<file path="config.mk">
export PLATFORM = sky130hd
export DESIGN_NAME = axi4_lite_master_adapter
export DESIGN_NICKNAME = d
export VERILOG_FILES = /design/src/rtl/axi4_lite_master_adapter.sv
export SDC_FILE = /design/constraint.sdc
export NUM_CORES = 1
export LEC_CHECK = 0
export ABC_AREA = 0
export CORE_MARGIN = 2
export CORE_UTILIZATION = 46
export CTS_BUF_LIST = sky130_fd_sc_hd__clkbuf_2
export CTS_CLUSTER_SIZE = 10
export DETAILED_ROUTE_END_ITERATION = 8
export PLACE_DENSITY = 0.88
export SYNTH_ARGS = -nofsm -noshare
export SYNTH_HDL_FRONTEND = slang
export SYNTH_SLANG_ARGS = --single-unit
</file>
<file path="constraint.sdc">
create_clock -name aclk -period 2.96 [get_ports aclk]
set_input_delay 0.296 -clock aclk [delete_from_list [all_inputs] [get_ports aclk]]
set_output_delay 0.296 -clock aclk [all_outputs]
set_load 0.03 [all_outputs]
</file>
<file path="src/rtl/axi4_lite_master_adapter.sv">
//------------------------------------------------------------------------------
// axi4_lite_master_adapter
//
// Converts single register-interface requests into AXI4-Lite transactions.
// At most one transaction is in flight. A request is accepted in IDLE. A write
// then drives AW and W together and waits for B. A read drives AR and waits
// for R. The AXI response is held on the rsp port until rsp_ready is seen.
//
// Every AXI and rsp output is a register. Payload registers are loaded only at
// request acceptance, so they cannot change while their valid is high.
//
// Ports
//   aclk, aresetn        clock; synchronous active-low reset
//   req_valid/req_ready  request handshake (req_ready high only in IDLE)
//   req_write            1 = write, 0 = read
//   req_addr/req_wdata   request address and write data
//   req_wstrb/req_prot   byte strobes and protection bits, passed through as is
//   rsp_valid/rsp_ready  response handshake
//   rsp_rdata            read data (0 for writes)
//   rsp_resp             AXI response code (OKAY/EXOKAY/SLVERR/DECERR)
//   rsp_write            direction of the completed request
//   busy                 high whenever the FSM is not in IDLE
//   aw*/w*/b*/ar*/r*     AXI4-Lite master channels
//------------------------------------------------------------------------------
module axi4_lite_master_adapter #(
  parameter int AXI_ADDR_WIDTH = 12,
  parameter int AXI_DATA_WIDTH = 32,
  parameter int AXI_BYTE_COUNT = AXI_DATA_WIDTH / 8
) (
  input  logic                      aclk,
  input  logic                      aresetn,

  // Request side
  input  logic                      req_valid,
  output logic                      req_ready,
  input  logic                      req_write,
  input  logic [AXI_ADDR_WIDTH-1:0] req_addr,
  input  logic [AXI_DATA_WIDTH-1:0] req_wdata,
  input  logic [AXI_BYTE_COUNT-1:0] req_wstrb,
  input  logic [2:0]                req_prot,

  // Response side
  output logic                      rsp_valid,
  input  logic                      rsp_ready,
  output logic [AXI_DATA_WIDTH-1:0] rsp_rdata,
  output logic [1:0]                rsp_resp,
  output logic                      rsp_write,

  output logic                      busy,

  // AXI4-Lite write address channel
  output logic [AXI_ADDR_WIDTH-1:0] awaddr,
  output logic [2:0]                awprot,
  output logic                      awvalid,
  input  logic                      awready,

  // AXI4-Lite write data channel
  output logic [AXI_DATA_WIDTH-1:0] wdata,
  output logic [AXI_BYTE_COUNT-1:0] wstrb,
  output logic                      wvalid,
  input  logic                      wready,

  // AXI4-Lite write response channel
  input  logic [1:0]                bresp,
  input  logic                      bvalid,
  output logic                      bready,

  // AXI4-Lite read address channel
  output logic [AXI_ADDR_WIDTH-1:0] araddr,
  output logic [2:0]                arprot,
  output logic                      arvalid,
  input  logic                      arready,

  // AXI4-Lite read data channel
  input  logic [AXI_DATA_WIDTH-1:0] rdata,
  input  logic [1:0]                rresp,
  input  logic                      rvalid,
  output logic                      rready
);

  typedef enum logic [2:0] {
    IDLE = 3'd0,  // waiting for a request
    WR   = 3'd1,  // AW and W outstanding
    WB   = 3'd2,  // waiting for the write response
    RA   = 3'd3,  // AR outstanding
    RR   = 3'd4,  // waiting for read data
    RSP  = 3'd5   // holding the response for the initiator
  } state_t;

  state_t state;

  // In WR a channel whose valid is already low has completed its handshake.
  // The write phase is over once each channel is either done or completing
  // on this edge, which covers AW-first, W-first and same-cycle completion.
  logic aw_done;
  logic w_done;

  assign aw_done = !awvalid || awready;
  assign w_done  = !wvalid  || wready;

  // NOTE: every register below is assigned with <= so all of them update
  // together on the edge; a blocking = would let later statements see the
  // new value within the same edge.
  always_ff @(posedge aclk) begin
    if (!aresetn) begin
      // NOTE: the payload and response registers are reset too, so the AXI
      // and rsp ports read 0 after reset instead of leftover data.
      state     <= IDLE;
      req_ready <= 1'b1;
      busy      <= 1'b0;
      awaddr    <= '0;
      awprot    <= '0;
      awvalid   <= 1'b0;
      wdata     <= '0;
      wstrb     <= '0;
      wvalid    <= 1'b0;
      bready    <= 1'b0;
      araddr    <= '0;
      arprot    <= '0;
      arvalid   <= 1'b0;
      rready    <= 1'b0;
      rsp_valid <= 1'b0;
      rsp_rdata <= '0;
      rsp_resp  <= '0;
      rsp_write <= 1'b0;
    end else begin
      case (state)
        IDLE: begin
          // req_ready is high in IDLE, so req_valid alone means acceptance.
          if (req_valid) begin
            req_ready <= 1'b0;
            busy      <= 1'b1;
            if (req_write) begin
              awaddr  <= req_addr;
              awprot  <= req_prot;
              wdata   <= req_wdata;
              wstrb   <= req_wstrb;
              awvalid <= 1'b1;
              wvalid  <= 1'b1;
              state   <= WR;
            end else begin
              araddr  <= req_addr;
              arprot  <= req_prot;
              arvalid <= 1'b1;
              state   <= RA;
            end
          end
        end

        WR: begin
          // Each valid drops on its own handshake; the two are independent.
          if (awvalid && awready) begin
            awvalid <= 1'b0;
          end
          if (wvalid && wready) begin
            wvalid <= 1'b0;
          end
          if (aw_done && w_done) begin
            bready <= 1'b1;
            state  <= WB;
          end
        end

        WB: begin
          if (bvalid) begin
            bready    <= 1'b0;
            rsp_valid <= 1'b1;
            rsp_rdata <= '0;
            rsp_resp  <= bresp;
            rsp_write <= 1'b1;
            state     <= RSP;
          end
        end

        RA: begin
          if (arready) begin
            arvalid <= 1'b0;
            rready  <= 1'b1;
            state   <= RR;
          end
        end

        RR: begin
          if (rvalid) begin
            rready    <= 1'b0;
            rsp_valid <= 1'b1;
            rsp_rdata <= rdata;
            rsp_resp  <= rresp;
            rsp_write <= 1'b0;
            state     <= RSP;
          end
        end

        RSP: begin
          // Response payload is untouched here, so it stays stable until taken.
          if (rsp_ready) begin
            rsp_valid <= 1'b0;
            req_ready <= 1'b1;
            busy      <= 1'b0;
            state     <= IDLE;
          end
        end

        default: begin
          state <= IDLE;
        end
      endcase
    end
  end

endmodule

</file>
==> results of run 1 <==
sequential cells by signal (all words and copies together) (netlist names), 2 cells and up:
| register | count |
|---|---|
| awaddr | 12 |
| araddr | 12 |
| rsp_resp | 2 |
| state | 3 |
| wdata | 32 |
| rsp_rdata | 32 |
| awprot | 3 |
| arprot | 3 |
| wstrb | 4 |
worst min-delay path by stage:
| stage | start | end | slack (ps) | depth (start not counted) |
|---|---|---|---|---|
| CTS | rdata[21] | rsp_rdata[21] | 190 | 3 |
| detailed placement | awprot[1] | awprot[1] | 450 | 2 |
| global route | rdata[19] | rsp_rdata[19] | 170 | 3 |
| floorplan | req_addr[10] | araddr[10] | 430 | 2 |
| finish | req_wdata[0] | wdata[0] | 220 | 3 |
| global placement | wdata[28] | wdata[28] | 440 | 2 |
report_power, final:
part           switching (mW)  internal (mW)  total, mW
Combinational           0.784          0.597       1.38
Clock                   0.494          0.195      0.689
Sequential              0.145           1.69       1.83
Total                    1.42           2.48       3.90
kinds of logic after synthesis:
kind of cell           Yosys count  synth area share (%)
muxes                            4                 0.906
DFF                            112                  50.8
buffers and inverters           44                  5.18
and+or+nand+nor                240                  23.5
AOI/OAI and AO/OA              116                  19.7
routing by layer:
metal	global-route usage [%]	vias up	wire length, microns
met4	7.49	0	175
met5	0	-	0
met3	6.36	16	1010
met2	41.8	142	6270
li1	-	2065	-
met1	26.9	1970	4990
worst reg2reg max path: stages, from the launching register on:
cell and delay [ps]:
dfxtp_1 550, nor4b_4 480, and2_2 520, buf_12 240, nand2_1 100, a21boi_1 140
metrics by stage:
stage / power (mW) / setup WS [ps]
floorplan: 2.69 / 1510
global placement: 3.21 / 797
detailed placement: 3.25 / 700
CTS: 3.93 / 907
global route: 4.11 / 722
finish: 3.90 / 901
cells in the final DEF, fill, tap and decap left out, drive strengths merged, types with 2 or more instances in the layout:
cell           count
nand2b             6
and2               2
clkinv             3
clkinvlp           2
nand3             35
a21boi           103
nor2               9
inv                5
mux2i              4
o211a              2
nand2            176
nand4b             2
buf                8
clkdlybuf4s50    204
nand3b             3
clkbuf             9
nor4b              2
a31o               2
dfxtp            112
o21ai              4
final cells by class:
class	count	area (sq um)
clock buffers	9	45.0
clock inverters	7	71.3
fillers	717	2690
inverters	4	15.0
multi-input cells	360	1950
flip-flops and latches	112	2240
well taps	129	161
repair buffers	212	2110
==> metrics.txt, run 1 <==
outcome=complete, no violations; Yosys top cell by area=dfxtp_1; Ports=206; Critical Path RT=3460 ps; Area contributors post-synth=dfxtp_1 (51%), nand2_1 (15%), a21boi_1 (14%); die area=10400 sq um; Unique masters post-synth=31; crit-path max FO=31; Tmin final=2060 ps; yosys synthesis warning count=0; Max Slew Vio Count=0; CTS tree=yes; Startpoint Class=flip-flop; worst path cell trace=nor4b_4 > and2_2 > buf_12 > nand2_1 > a21boi_1; CP top delay family=simple AND/OR/NAND/NOR gates; design area=6600 sq um; most numerous cell in the Yosys netlist=nand2_1; largest net degree at the start of global routing=114; Port Buffer Count=205; clock-pin slew on the worst setup and hold paths=310 ps; total number of vias=4193; Synth Register Bits=112; worst path arrival time=2550 ps; Fin Hold WS=221 ps; P_leak=2.34 nW; Fmax=486 MHz; core area=9280 sq um; crit path from=state[0]; Syn Area/Cell=8.56 sq um; first drt pass iteration count=4; deepest clock path buffer count=2; cts repair resizes=0; 1st-iter DRT viols=172; Worst-Skew Late Latency=560 ps; Wirelength per Cell=14.9 microns; GP Congestion=0.764; Placed Cells incl. Taps=817; total congestion overflow=0; Syn Nets=613; chip width=102 microns; max_cap viols=0; crit path to=wdata[26]; # nets final=796; final cell count without fillers=833; vias in the first global route=4000; Hold Crit Class=input pin to flip-flop; All-Layer GR Usage=23.3%; Max stage delay cell, worst path=dfxtp_1; Reg2Reg Setup Slack=900 ps; Final Hold Fails=0; Area Overhead vs Synth=49.3%; final setup TNS=0 ps; pwr/cell area=591 nW/um^2; top_reg_cell synth=dfxtp_1; Final HPWL DP=8930 microns; Critical Path Max Stage Delay=550 ps; row cnt=35; diode count=0; cts bufs inserted=9; Post-Syn Area=4420 sq um; initial core utilization=47.6%; root buf cell=clkbuf_2; RSZ-0062 raised after global routing=no; DRC=0; Die Y=102 microns; capture point of the worst reg-to-reg path=wdata[26]; Post-synth ARST share=0%; share of layout cells above drive strength 1=3.84%; Vias/cell=5.03; Tcrit/Tclk final=69.6%; Yosys top cell area share=50.8%; synthesized instance count=516; Clock Skew=41.0 ps; worst path bufs/invs=1; Antenna Violating Nets Remaining=0; Reg2Reg Depth=5; Slew HR=38.3%; Final Util=71.1%; worst slew pin tran=925 ps; post-synthesis sequential area ratio=50.8%; Total Wirelength=12500 microns; final setup fails=0; CTS Sinks=112; initial antenna violation count=0; DP Area=6480 sq um; Max VDD drop=0.000296 V; CP Depth=5; Setup Buffers After CTS=0; number of flops mapped to enable cells by yosys=0; first-pass GRT wire length=19000 microns; Hold Buf Count CTS=0; crit end category=flip-flop; Post-synth top cells=nand2_1 (176), dfxtp_1 (112), a21boi_1 (83); CP Class=flip-flop to flip-flop; H-tree levels=3; reg2reg start=state[0]
Note: power is estimated with default switching activity, not from simulation.
==> run 2: changes to the inputs <==
- CORE_UTILIZATION: 46 -> 38
- PLACE_DENSITY: 0.88 -> 0.78
- clock period: 2.96 -> 1.77 ns (I/O delays scaled with it)
==> run 2 against run 1 <==
Non-clock buffer count rose by 8. Critical path depth did not move. First-iteration DRC count rose by 25%. Sequential share of layout area fell by 0.21 points. Register-to-register slack got worse by 740 ps. Critical path type unchanged. Worst hold slack got worse by 130 ps. Highest routed layer unchanged. Die area rose by 20%. Combinational power rose by 64%. Via count rose by 0.67%. Global-route usage fell by 3.7 points. Core utilization fell by 13 points.
==> metrics.txt, run 2 (synthesized netlist as in run 1, its figures left out) <==
register area=2240 sq um; crit end category=flip-flop; design area=6650 sq um; Worst-Skew Late Latency=540 ps; final setup fails=0; Die Y=112 microns; worst slew pin tran=424 ps; most frequent cells in the layout=nand2_1 (175), dfxtp_1 (110), dlygate4sd2_1 (109); Setup Buffers After CTS=0; CTS tree=yes; clock-pin slew on the worst setup and hold paths=270 ps; root buf cell=clkbuf_2; vias in the first global route=4087; crit-path max FO=16; Final HPWL DP=8750 microns; Startpoint Class=flip-flop; Antenna Violating Nets Remaining=0; DP Area=6620 sq um; dpl ws=-17.3 ps; RSZ-0062 raised after global routing=no; Tmin final=1610 ps; Hold Crit Class=input pin to flip-flop; GP Congestion=0.789; Max Slew Vio Count=0; largest net degree at the start of global routing=114; core area=11400 sq um; Slew HR=71.7%; Final Hold Fails=0; Fmax=622 MHz; most common cell after layout, fill and taps aside=nand2_1; Total Wirelength=12400 microns; CTS Sinks=112; Max VDD drop=0.000522 V; share of layout cells above drive strength 1=5.20%; total number of vias=4221; first-pass GRT wire length=19900 microns; area of the multi-input gates=1950 sq um; final setup TNS=0 ps; largest registers=rsp_rdata: 32 flops, wdata: 32 flops; total power=6.71 mW; deepest clock path buffer count=2; pwr/cell area=1010 nW/um^2; outcome=complete, no violations; CP Class=flip-flop to flip-flop; die area=12500 sq um; chip width=112 microns; Area Overhead vs Synth=50.4%; worst path arrival time=2080 ps; first drt pass iteration count=4; row cnt=39; cts bufs inserted=9; # fillers=1019; max_cap viols=0; Tcrit/Tclk final=90.8%; diode count=0; Port Buffer Count=205; Wirelength per Cell=14.5 microns; # nets final=804; initial core utilization=38.9%; All-Layer GR Usage=19.5%; H-tree levels=3; final worst setup slack=163 ps; DRC=0; Ports=206; Vias/cell=4.94; initial antenna violation count=0; Critical Path RT=2240 ps; total congestion overflow=0; Hold Buf Count CTS=0; P_leak=2.92 nW; Clock Skew=20.7 ps; 1st-iter DRT viols=215
-- run 2: cell types whose count changed in the layout (fill, tap and decap cells not counted), moves of 3 or more --
| cell | change |
|---|---|
| buf_12 | +5 |
| buf_4 | +3 |
| clkdlybuf4s50_1 | -109 |
| dlygate4sd2_1 | +109 |
-- run 2: per-layer routing --
metal	GRT usage, %	wire (microns)	up-vias
li1	-	-	2081
met1	23.0	5110	1974
met2	33.8	6110	148
met3	5.17	903	18
met4	7.74	248	0
met5	0	0	-
-- run 2: report_power, final --
| group | internal, mW | switching (mW) |
|---|---|---|
| registers | 2.82 | 0.216 |
| clock network | 0.610 | 0.797 |
| logic | 0.914 | 1.35 |
-- run 2: path summary, 6_finish.rpt --
path	startpoint	endpoint	slack [ps]	depth (start not counted)
min reg2reg	awaddr[11]	awaddr[11]	470	2
max reg2reg	state[1]	wdata[6]	160	5
max	state[1]	wdata[6]	160	5
min	aresetn	req_ready	90	3
-- run 2: worst max-delay path, stage by stage (launching register included) --
cell,delay (ps)
dfxtp_2,470
nor4b_4,400
and2_2,240
buf_4,210
nand2_1,70
a21boi_0,160
-- run 2: through the flow --
stage,utilization [%],hold slack (ps),std cells
after floorplan,-,312,516
after global placement,58.2,440,839
after detailed placement,58.2,448,839
after CTS,58.4,48.6,855
after global routing,58.4,62.2,855
final,58.4,90.0,855
-- run 2: area by class of cell --
type / instances / share of cell area (%)
clock buffer: 10 / 0.753
multi-input combinational: 360 / 29.4
timing repair buffer: 220 / 31.6
sequential: 112 / 33.8
tap: 143 / 2.69
clock inverter: 6 / 1.62
inverter: 4 / 0.226
-- run 2: repair_timing --
| action | 4_1_cts | 5_1_grt |
|---|---|---|
| endpoints found under the setup margin | 109 | 22 |
| resized for setup | 109 | 2 |
| endpoints found under the hold margin | 0 | 0 |
| pin swaps | 0 | 1 |
==> run 3: changes to the inputs <==
- CTS_CLUSTER_SIZE: 10 -> 8
==> results of run 3 <==
Same layout as run 2: the final DEF is identical, and so are final timing and power.
